==> config.mk <==
export PLATFORM = sky130hd
export DESIGN_NAME = tx_lane_scheduler
export DESIGN_NICKNAME = d
export VERILOG_FILES = /design/src/rtl/tx_lane_scheduler.sv
export SDC_FILE = /design/constraint.sdc
export NUM_CORES = 1
export LEC_CHECK = 0
export ABC_AREA = 1
export CORE_MARGIN = 2
export CORE_UTILIZATION = 50
export CTS_CLUSTER_DIAMETER = 50
export DETAILED_ROUTE_END_ITERATION = 10
export GPL_ROUTABILITY_DRIVEN = 0
export MAX_ROUTING_LAYER = met4
export PLACE_DENSITY = 0.79
export SYNTH_ARGS = -nofsm -noshare
export SYNTH_HDL_FRONTEND = slang
export SYNTH_SLANG_ARGS = --single-unit
==> constraint.sdc <==
create_clock -name clk_4f -period 2.5 [get_ports clk_4f]
set_clock_uncertainty 0.05 [all_clocks]
set_input_delay 0.5 -clock clk_4f [delete_from_list [all_inputs] [get_ports clk_4f]]
set_output_delay 0.5 -clock clk_4f [all_outputs]
set_load 0.03 [all_outputs]
==> src/rtl/tx_lane_scheduler.sv <==
// Two-requester byte scheduler for a TX lane: COM sync preamble,
// then burst-limited round-robin arbitration into a registered byte stream.
module tx_lane_scheduler #(
  parameter int SYNC_COUNT = 4,
  parameter int MAX_BURST  = 8
) (
  input  logic        clk_4f,
  input  logic        reset,
  input  logic        resync,
  input  logic [7:0]  req0_data,
  input  logic [7:0]  req1_data,
  input  logic        req0_valid,
  input  logic        req1_valid,
  output logic        req0_ready,
  output logic        req1_ready,
  output logic [7:0]  data_out,
  output logic        valid_out,
  output logic        synced,
  output logic [15:0] byte_count
);

  localparam logic [7:0] COM       = 8'hBC;
  localparam logic [7:0] SYNC_LAST = 8'(SYNC_COUNT - 1);
  localparam logic [7:0] BURST_MAX = 8'(MAX_BURST);

  typedef enum logic [1:0] {
    IDLE,
    SYNC,
    ARB
  } state_t;

  state_t     state, state_nxt;
  logic [7:0] sync_cnt, sync_cnt_nxt;
  logic [7:0] burst_cnt, burst_cnt_nxt;
  logic       locked, locked_nxt;
  logic       owner, owner_nxt;
  logic       last_served, last_served_nxt;
  logic       xfer;
  logic       win;
  logic [7:0] xfer_data;

  // Grant: locked owner only, else single valid, else tie to non-last.
  always_comb begin
    req0_ready = 1'b0;
    req1_ready = 1'b0;
    if (!reset && state == ARB) begin
      if (locked) begin
        if (owner) req1_ready = req1_valid;
        else       req0_ready = req0_valid;
      end else if (req0_valid && req1_valid) begin
        req0_ready = last_served;
        req1_ready = ~last_served;
      end else begin
        req0_ready = req0_valid;
        req1_ready = req1_valid;
      end
    end
  end

  assign xfer      = req0_ready | req1_ready;
  assign win       = req1_ready;
  assign xfer_data = win ? req1_data : req0_data;

  always_comb begin
    state_nxt       = state;
    sync_cnt_nxt    = sync_cnt;
    burst_cnt_nxt   = burst_cnt;
    locked_nxt      = locked;
    owner_nxt       = owner;
    last_served_nxt = last_served;

    if (state == ARB) begin
      if (xfer) begin
        if (locked) begin
          burst_cnt_nxt = burst_cnt + 8'd1;
        end else begin
          locked_nxt    = 1'b1;
          owner_nxt     = win;
          burst_cnt_nxt = 8'd1;
        end
        if (burst_cnt_nxt == BURST_MAX) begin
          locked_nxt      = 1'b0;
          last_served_nxt = owner_nxt;
          burst_cnt_nxt   = 8'd0;
        end
      end else if (locked) begin
        locked_nxt      = 1'b0;
        last_served_nxt = owner;
        burst_cnt_nxt   = 8'd0;
      end
    end

    unique case (state)
      IDLE: begin
        state_nxt    = SYNC;
        sync_cnt_nxt = 8'd0;
      end
      SYNC: begin
        if (sync_cnt == SYNC_LAST) begin
          state_nxt    = ARB;
          sync_cnt_nxt = 8'd0;
        end else begin
          sync_cnt_nxt = sync_cnt + 8'd1;
        end
      end
      ARB: ;
      default: state_nxt = IDLE;
    endcase

    // Resync keeps last_served so fairness survives the re-sync.
    if (resync && state != IDLE) begin
      state_nxt     = SYNC;
      sync_cnt_nxt  = 8'd0;
      locked_nxt    = 1'b0;
      burst_cnt_nxt = 8'd0;
    end
  end

  always_ff @(posedge clk_4f) begin
    if (reset) begin
      state       <= IDLE;
      sync_cnt    <= 8'd0;
      burst_cnt   <= 8'd0;
      locked      <= 1'b0;
      owner       <= 1'b0;
      last_served <= 1'b1;
      data_out    <= COM;
      valid_out   <= 1'b0;
      synced      <= 1'b0;
      byte_count  <= 16'd0;
    end else begin
      state       <= state_nxt;
      sync_cnt    <= sync_cnt_nxt;
      burst_cnt   <= burst_cnt_nxt;
      locked      <= locked_nxt;
      owner       <= owner_nxt;
      last_served <= last_served_nxt;
      data_out    <= xfer ? xfer_data : COM;
      valid_out   <= xfer;
      synced      <= (state == ARB);
      byte_count  <= byte_count + 16'(xfer);
    end
  end

endmodule

After elaboration in Yosys (flattened, before gate mapping):

Cells that the tools add are included.

* register bits: 47
* bits of input ports: 21

* add/subtract/negate cells: 3
* equal/unequal tests: 8
* muxes and demuxes: 26
* bitwise operators: 4
* reduce and logical (&&, ||, !) cells: 15

Operator list (count)
* 2-to-1 mux 8 bit: 8
* adder 16 x 1 -> 16 bit: 1
* adder 8 x 1 -> 8 bit (second input constant): 2
* one-hot mux 8 bit (2 select lines): 1
* 2-to-1 mux 1 bit: 15
* equality test 8 x 2 -> 1 bit (second input constant): 1
* equality test 8 x 4 -> 1 bit (second input constant): 1
* AND reduction 2 bit: 4
* one-hot mux 2 bit (3 select lines): 1
* nonzero test 2 bit: 3
* != test 2 x 1 -> 1 bit (second input constant): 2
* OR reduction 2 bit: 2
* logical AND 1 bit: 3
* != test 3 bit (second input constant): 1
* inverter 1 bit: 3
* AND reduction 3 bit: 1
* equality test 2 x 1 -> 1 bit (second input constant): 1
* equality test 2 bit (second input constant): 1
* zero test 2 bit: 1
* 2-to-1 mux 2 bit: 1
* != test 2 bit (second input constant): 1
* zero test 1 bit: 1
* OR 1 bit: 1

Logic depth before layout (Yosys ltp):

Gate-level depths: netlist (run 1).

* depth in word-level cells: 10
* gate-level depth with buffers: 20
* mapped depth without buffers: 18

Least setup slack after synthesis (run 1):

Ideal clock, no wire load.

* path type: input -> register
* start: in reset
* end: reg byte_count[10]
* setup time: 0.128 ns
* arrival time: 2.209 ns
* path slack: 0.114 ns
* stages: 18
* buffers on the path: 1
* path through: inv_2 -> nand2_2 -> nor2_2 -> nand3_4 -> nand2_4 -> buf_12 -> ha_1 -> nand2_1 -> inv_1 -> nand2_2 -> nor2_1 -> nand2_1 -> nor2_2 -> nand2_1 -> inv_1 -> nand3_1 -> xor2_1 -> nor2_1

* cells in the longest elaborated chain, start to end: 5
* elaborated cells on any way between the ends: 6
* classes of those cells: 1 x add/sub; 2 x mux; 1 x bitwise; 2 x reduce/logical

RTL lines
* from (decl): line 8 `input logic reset,`
* zero test 1 bit *: line 46 `if (!reset && state == ARB) begin`
* logical AND 1 bit *: line 46
* 2-to-1 mux 1 bit: line 46
* OR 1 bit *: line 60 `assign xfer = req0_ready | req1_ready;`
* via xfer: line 38 `logic xfer;`
* adder 16 x 1 -> 16 bit *: line 141 `byte_count <= byte_count + 16'(xfer);`
* to (signal assigned): line 141
* to (decl): line 19 `output logic [15:0] byte_count`

Mark *: on every way through the listed nets, which the timed path passes. The rest lies on a longest branch.
A chain may end at the register's enable or synchronous reset.

Final worst setup path (run 1):

* start: in req0_valid
* end: out req1_ready

* cells in the longest elaborated chain, start to end: 4

RTL lines
* from (decl): line 12 `input logic req0_valid,`
* logical AND 1 bit: line 50 `end else if (req0_valid && req1_valid) begin`
* 2-to-1 mux 1 bit: line 50
* 2-to-1 mux 1 bit: line 47 `if (locked) begin`
* 2-to-1 mux 1 bit: line 46
* to (decl): line 15 `output logic req1_ready,`

Every way passes these cells.

==> out/summary.txt, run 1 <==
share of layout cells above drive strength 1 = 10.8%
Synth Area in XOR/XNOR = 1.15%
Leakage = 1.13 nW
period utilisation layout = 93.4%
row count = 24
final std cells w/o fill = 424
R2R depth = 18
post-synthesis register bit count = 47
placed inst area = 0.00285 mm²
Starting Density = 52.0%
Resized Gates After CTS = 0
slew margin rel. = 73.0%
post-route ant nets = 0
multiplexer share of the synthesized area = 0%
EDFF count, synth = 0
maximum capacitance violations = 0
synthesized area per cell = 7.35 µm²
vias in the first global route = 1953
VDD IR-drop max = 243 µV
total wire length = 4.87 mm
outcome = finished, final reports clean
Crit Path Max Fanout = 8
sequential share of the synthesized area = 41.3%
Post-Syn Nets = 335
DR DRC count = 0
CTS Hold Bufs = 0
via count = 2157
largest family of logic cells by synthesized area = simple AND/OR/NAND/NOR gates
clk buf depth = 2
Chip Width = 71.5 µm
final worst slack = 0.164 ns
Overflow after GRT = 0
ANT cells = 0
# setup viols final = 0
CTS tree = done
die area = 0.00511 mm²
H-tree Lvls = 2
final instance area = 0.00295 mm²
Clock Latency Late Sink = 0.31 ns
net total in the final layout = 396
All-Layer GR Usage = 20.7%
sw power = 0.285 mW
sw frac = 22.4%
RR Startpoint = state[1]$_SDFFE_PP0P_
Cells after Synth = 310
first-pass GRT wire length = 8.37 mm
clk slew on worst S/H paths = 0.08 ns
CTS Buf Count = 5
CP startpoint = req0_valid
fill count = 387
startpoint types = input pin
clk sink count = 47
Reg2Reg Setup Slack = 0.34 ns
Highest Clock Rate = 428 MHz
wire per inst = 11.5 µm
CORE AREA = 0.00438 mm²
FFs w/ async S/R, synth = 0%
Ys Warns = 0
Synth Cell Area = 0.00228 mm²
simple-gate share of the synthesized area = 32.9%
Setup CP Type = input pin to primary output
Seq pwr share = 59.5%
Max Slew Vio Count = 0
Cell Pwr Density = 431 mW/mm²
Int Power = 0.987 mW
largest net degree at the start of global routing = 17
post-synthesis compound-gate area fraction = 12.6%
Most used DFF post-synth = dfxtp_1
combinational fraction of design power = 5.5%
routed vias/inst = 5.09
total power = 1.27 mW
RSZ-0062 raised after global routing = no
Synth Area in Adders = 2.20%
minimum clock period = 2.34 ns
DR iter-0 viols = 116
Slew @ Worst Pin = 0.403 ns
I/O Buffers = 48
CP required = 1.95 ns
pre-CTS setup slack = -0.132 ns
Final Hold Vio Count = 0
Clk network pwr share = 35.1%
Critical Path AT = 1.79 ns
Placed Instances = 416
end of the worst register-to-register path = byte_count[10]$_SDFF_PP0_
root buf cell = clkbuf_8
Cell variety after synth = 35
dpl hpwl = 3.69 mm
CP endpoint = req1_ready
1st-pass router iterations = 4
worst hold-check path type = register to register
io pins = 49
post-CTS setup buffers = 0
Area Growth Syn to Fin = 29.5%
Crit. End Element = primary output
die height = 71.5 µm
antenna violations before repair = 0
Hold Crit Start = burst_cnt[5]$_SDFFE_PP0P_
## registers in the layout, summed over array words and instances, names as in the netlist
| signal | count |
|---|---|
| byte_count | 16 |
| valid_out | 1 |
| data_out | 8 |
| burst_cnt | 8 |
| sync_cnt | 8 |
| synced | 1 |
| locked | 1 |
| owner | 1 |
| last_served | 1 |
| state | 2 |
## how the worst min path moves through the flow
stage | cells after the start | endpoint
detailed placement | 2 | burst_cnt[6]$_SDFFE_PP0P_
floorplan | 2 | burst_cnt[6]$_SDFFE_PP0P_
finish | 2 | burst_cnt[5]$_SDFFE_PP0P_
CTS | 2 | burst_cnt[6]$_SDFFE_PP0P_
global route | 2 | burst_cnt[6]$_SDFFE_PP0P_
global placement | 2 | sync_cnt[7]$_SDFFE_PP0P_
## cell usage after synthesis (2+ instances only)
cell | instances | area share, %
nand2_1 | 78 | 13
dfxtp_1 | 47 | 41
inv_1 | 40 | 6.6
nor2_1 | 27 | 4.4
a21oi_1 | 26 | 5.7
nand3_1 | 21 | 4.6
o21ai_0 | 10 | 2.2
nand4_1 | 9 | 2.5
nor3_1 | 5 | 1.1
o22ai_1 | 5 | 1.4
ha_1 | 4 | 2.2
nand2_2 | 4 | 1.1
nor4_1 | 4 | 1.1
a22o_1 | 3 | 1.2
buf_6 | 2 | 0.99
clkbuf_1 | 2 | 0.33
inv_2 | 2 | 0.33
nand3_4 | 2 | 1.5
nor2_2 | 2 | 0.55
xor2_1 | 2 | 0.77
## placed cells by master (no fill, tap or decap), types with 2 or more instances in the layout
master and instances:
a21oi_1 26, a22o_1 3, buf_4 14, clkbuf_1 2, clkbuf_8 5, clkdlybuf4s50_1 46, dfxtp_1 47, ha_1 4
inv_1 39, inv_2 3, nand2_1 78, nand2_2 4, nand3_1 21, nand3_4 2, nand4_1 9, nor2_1 26
nor2_4 2, nor3_1 5, nor4_1 4, o21ai_0 10, o22ai_1 5, xor2_1 2
## critical path: stages
cell,delay (ns)
clkdlybuf4s50_1,0.45
a21boi_4,0.20
nand2_1,0.11
nand3_4,0.10
buf_4,0.16
inv_1,0.08
buf_4,0.17
## final cells by class
type	count	area (µm²)	share of cell area [%]
inverter	43	166	5.64
clock inverter	1	5.00	0.170
clock buffer	7	76.3	2.59
sequential	47	941	31.9
multi-input combinational	214	1130	38.3
tap	52	65.1	2.21
timing repair buffer	60	566	19.2
## layer usage
metal | global-route usage, % | vias up | routed length, µm
li1 | - | 1130 | -
met5 | - | - | 0
met2 | 34.4 | 41 | 2420
met1 | 25.6 | 981 | 2230
met4 | 5.87 | 0 | 50
met3 | 4.22 | 5 | 173
## stage by stage
stage | setup TNS, ns | utilization [%] | hold slack (ns)
2_1_floorplan | 0 | - | 0.400
3_3_place_gp | -0.215 | 65.0 | 0.410
5_1_grt | 0 | 67.3 | 0.449
3_5_place_dp | -0.442 | 65.0 | 0.423
4_1_cts | 0 | 66.9 | 0.435
6_report | 0 | 67.3 | 0.429
## cell families (layout without fill, tap and decap cells)
logic type	Yosys count	in the layout
simple gates	159	159
buf+inv	49	111
compound gates	48	48
flops	47	47
fa+ha+maj	4	4
xor+xnor	3	3
## power by group through the flow
| stage | registers, mW | logic, mW | clock network [mW] |
|---|---|---|---|
| 2_1_floorplan | 0.773 | 0.0254 | 0 |
| 3_3_place_gp | 0.774 | 0.0680 | 0 |
| 3_5_place_dp | 0.774 | 0.0689 | 0 |
| 4_1_cts | 0.756 | 0.0692 | 0.465 |
| 5_1_grt | 0.757 | 0.0759 | 0.495 |
| 6_report | 0.756 | 0.0693 | 0.446 |
Note: power is estimated with default switching activity, not from simulation.
==> run 2, diff against run 1 <==
- CORE_ASPECT_RATIO: not set -> 0.6
==> out/summary.txt, run 2 (same netlist as run 1, synthesis figures left out) <==
outcome = finished, final reports clean
most flop-heavy register = byte_count
largest net degree at the start of global routing = 15
I/O Buffers = 48
Setup TNS = 0 ns
Crit. End Element = register
first-pass GRT wire length = 9.36 mm
Hold Crit Depth = 2
slew margin rel. = 70.4%
net total in the final layout = 397
Hold Crit Start = burst_cnt[6]$_SDFFE_PP0P_
Area Growth Syn to Fin = 30.6%
Slew @ Worst Pin = 0.440 ns
Setup CP Type = input pin to register
final worst slack = 0.151 ns
Overflow after GRT = 0
max reg flops = 16
total wire length = 5.37 mm
antenna violations before repair = 0
Starting Density = 53.8%
root buf cell = clkbuf_8
Leakage = 1.14 nW
worst hold-check path type = register to register
pre-CTS setup slack = -0.219 ns
Final Hold Vio Count = 0
CP startpoint = req0_valid
startpoint types = input pin
CTS tree = done
Cell Pwr Density = 430 mW/mm²
# setup viols final = 0
DR DRC count = 0
Highest Clock Rate = 426 MHz
fill count = 376
VDD IR-drop max = 289 µV
io pins = 49
wire per inst = 12.4 µm
Max Slew Vio Count = 0
Crit Path Max Fanout = 4
minimum clock period = 2.35 ns
placed inst area = 0.00286 mm²
Chip Width = 91.2 µm
RR Startpoint = state[1]$_SDFFE_PP0P_
multi-input logic area = 0.00113 mm²
die height = 56.3 µm
Clock Latency Late Sink = 0.30 ns
end of the worst register-to-register path = byte_count[10]$_SDFF_PP0_
die area = 0.00513 mm²
1st-pass router iterations = 4
commonest cells after routing, fill and taps aside = nand2_1, dfxtp_1, clkdlybuf4s50_1
clk slew on worst S/H paths = 0.09 ns
row count = 18
CTS Hold Bufs = 0
CORE AREA = 0.00423 mm²
period utilisation layout = 93.9%
clk sink count = 47
via count = 2229
most common cell after layout, fill and taps aside = nand2_1
post-route ant nets = 0
R2R depth = 18
vias in the first global route = 2069
DR iter-0 viols = 141
Critical Path AT = 2.50 ns
routed vias/inst = 5.15
Reg2Reg Setup Slack = 0.26 ns
Seq. cell area = 941 µm²
All-Layer GR Usage = 23.0%
share of layout cells above drive strength 1 = 11.8%
clk buf depth = 2
CP required = 2.65 ns
final instance area = 0.00298 mm²
dpl hpwl = 4.05 mm
ANT cells = 0
Hold Path End = burst_cnt[6]$_SDFFE_PP0P_
H-tree Lvls = 2
CTS Buf Count = 5
maximum capacitance violations = 0
-- run 2: what timing repair did --
item / 4_1_cts / 5_1_grt
resized for setup: 0 / 8
buffers inserted: 0 / 1
endpoints found under the setup margin: 0 / 2
-- run 2: through the flow --
step / hold slack, ns / total power [mW] / utilization [%] / std cells
after floorplan: 0.400 / 0.799 / - / 310
after global placement: 0.412 / 0.842 / 67.6 / 424
after detailed placement: 0.420 / 0.843 / 67.6 / 424
after CTS: 0.433 / 1.29 / 69.6 / 432
after global routing: 0.465 / 1.33 / 70.3 / 433
final: 0.429 / 1.28 / 70.3 / 433
-- run 2: worst max path at each step --
| stage | cells after the start | slack (ns) | end |
|---|---|---|---|
| CTS | 18 | 0.1 | byte_count[10]$_SDFF_PP0_ |
| finish | 16 | 0.15 | byte_count[10]$_SDFF_PP0_ |
| global route | 16 | -0.03 | byte_count[11]$_SDFF_PP0_ |
| detailed placement | 18 | -0.22 | byte_count[10]$_SDFF_PP0_ |
| global placement | 18 | -0.09 | byte_count[10]$_SDFF_PP0_ |
| floorplan | 18 | 0.11 | byte_count[10]$_SDFF_PP0_ |
-- run 2: layer usage --
layer	up-vias	GRT usage (%)	part of all wire, %
li1	1138	-	-
met2	87	32.8	42
met1	1000	32.5	50
met3	4	6.04	7.5
met4	0	5.63	0.56
met5	-	-	0
-- run 2: report_power, final --
part	internal [mW]	leakage [nW]	switching (mW)	total, mW
clock network	0.196	0.0412	0.258	0.454
registers	0.751	0.379	0.00539	0.756
logic	0.0393	0.720	0.0313	0.0706
-- run 2: layout make-up --
cell class / count / area share, %
multi-input combinational: 214 / 38.1
sequential: 47 / 31.6
timing repair buffer: 61 / 19.3
inverter: 43 / 5.59
tap: 60 / 2.52
clock buffer: 6 / 2.44
clock inverter: 2 / 0.420
-- run 2: critical path, cell delays in order --
cell,delay [ns]
clkdlybuf4s50_1,0.46
a21boi_4,0.20
nand3_4,0.10
nand2_4,0.08
ha_1,0.15
nand2_1,0.07
inv_1,0.08
nand2_2,0.05
nor2_1,0.08
nand2_1,0.10
nor2_4,0.17
nand2_2,0.09
inv_2,0.08
nand3_1,0.08
xor2_1,0.15
nor2_1,0.05
==> run 3, diff against run 2 <==
- RECOVER_POWER: not set -> 25
- clock period: 2.5 -> 2.3 ns (I/O delays scaled with it)
==> out/summary.txt, run 3 (same netlist as run 1, synthesis figures left out) <==
routed vias/inst = 5.14
ANT cells = 0
Final Hold Vio Count = 0
worst hold-check path type = register to register
startpoint types = register
die area = 0.00513 mm²
CP required = 2.44 ns
# setup viols final = 0
clk buf depth = 2
Overflow after GRT = 0
Chip Width = 91.2 µm
io pins = 49
largest net degree at the start of global routing = 16
outcome = finished, final reports clean
via count = 2258
Util after Layout = 72.8%
max reg flops = 16
first-pass GRT wire length = 9.32 mm
sw power = 0.324 mW
Highest Clock Rate = 466 MHz
I/O Buffers = 48
row count = 18
1st-pass router iterations = 5
VDD IR-drop max = 299 µV
Clk network pwr share = 40.4%
net total in the final layout = 403
most flop-heavy register = byte_count
CORE AREA = 0.00423 mm²
antenna violations before repair = 0
Crit Path Max Fanout = 11
DR DRC count = 0
CTS Buf Count = 5
wire per inst = 13.1 µm
DR iter-0 viols = 121
combinational fraction of design power = 5.2%
Leakage = 1.23 nW
die height = 56.3 µm
minimum clock period = 2.15 ns
final instance area = 0.00308 mm²
Clock Latency Late Sink = 0.30 ns
clk sink count = 47
vias in the first global route = 2031
WHS = 0.430 ns
final std cells w/o fill = 439
commonest cells after routing, fill and taps aside = nand2_1, dfxtp_1, clkdlybuf4s50_1
Setup CP Type = register to register
Max Slew Vio Count = 0
Int Power = 1.18 mW
slew margin rel. = 70.7%
Seq pwr share = 54.5%
most common cell after layout, fill and taps aside = nand2_1
Placed Instances = 428
Cell Pwr Density = 489 mW/mm²
clk slew on worst S/H paths = 0.09 ns
All-Layer GR Usage = 23.1%
Crit. End Element = register
dpl hpwl = 4.06 mm
total wire length = 5.73 mm
root buf cell = clkbuf_8
period utilisation layout = 93.3%
post-route ant nets = 0
maximum capacitance violations = 0
share of layout cells above drive strength 1 = 15.0%
Area Growth Syn to Fin = 35.3%
CTS tree = done
Critical Path AT = 2.29 ns
Slew @ Worst Pin = 0.435 ns
placed inst area = 0.00289 mm²
sw frac = 21.5%
total power = 1.51 mW
H-tree Lvls = 2
Starting Density = 53.8%
## run 3: repair_timing
action	CTS	global route
endpoints found under the setup margin	0	11
setup buffers	0	3
gates resized for setup	0	20
hold buffers	0	0
## run 3: final timing paths
| path | depth (start not counted) | from | slack (ns) | to |
|---|---|---|---|---|
| max | 13 | state[1]$_SDFFE_PP0P_ | 0.15 | byte_count[9]$_SDFF_PP0_ |
| min reg2reg | 2 | burst_cnt[5]$_SDFFE_PP0P_ | 0.43 | burst_cnt[5]$_SDFFE_PP0P_ |
| max reg2reg | 13 | state[1]$_SDFFE_PP0P_ | 0.15 | byte_count[9]$_SDFF_PP0_ |
| min | 2 | burst_cnt[5]$_SDFFE_PP0P_ | 0.43 | burst_cnt[5]$_SDFFE_PP0P_ |
## run 3: routing by layer
| layer | up-vias | routed length, µm | GRT usage [%] |
|---|---|---|---|
| li1 | 1151 | - | - |
| met1 | 995 | 2740 | 32.0 |
| met2 | 102 | 2490 | 33.0 |
| met3 | 10 | 415 | 5.91 |
| met4 | 0 | 84 | 7.58 |
| met5 | - | 0 | - |
## run 3: layout make-up
| cell class | count | area, µm² |
|---|---|---|
| multi-input cells | 214 | 1160 |
| flip-flops and latches | 47 | 942 |
| fillers | 342 | 1150 |
| clock buffers | 5 | 68.8 |
| repair buffers | 67 | 626 |
| clock inverters | 3 | 43.8 |
| well taps | 60 | 75.1 |
| inverters | 43 | 166 |
## run 3: critical path: stages, from the launching register on
cell and delay (ns):
dfxtp_2 0.37, inv_6 0.05, nor2_8 0.08, nand2_2 0.08
nor2_4 0.12, nand3_4 0.08, nand2_4 0.08, buf_4 0.19
ha_1 0.22, nand2_1 0.12, nor4_4 0.20, nand4_1 0.16
o21ai_0 0.17, a21oi_1 0.06
## run 3: power groups by stage
stage | clock [mW] | combinational, mW | sequential (mW)
after floorplan | 0 | 0.0276 | 0.840
after detailed placement | 0 | 0.0775 | 0.841
after CTS | 0.618 | 0.0781 | 0.821
after global placement | 0 | 0.0760 | 0.840
after global routing | 0.653 | 0.0859 | 0.822
final | 0.609 | 0.0781 | 0.821
## run 3: stage by stage
step,TNS [ns],worst slack [ns]
5_1_grt,-0.00144,-0.00144
2_1_floorplan,-0.0479,-0.0479
3_5_place_dp,-2.41,-0.301
4_1_cts,0,0.0251
6_report,0,0.155
3_3_place_gp,-2.06,-0.251
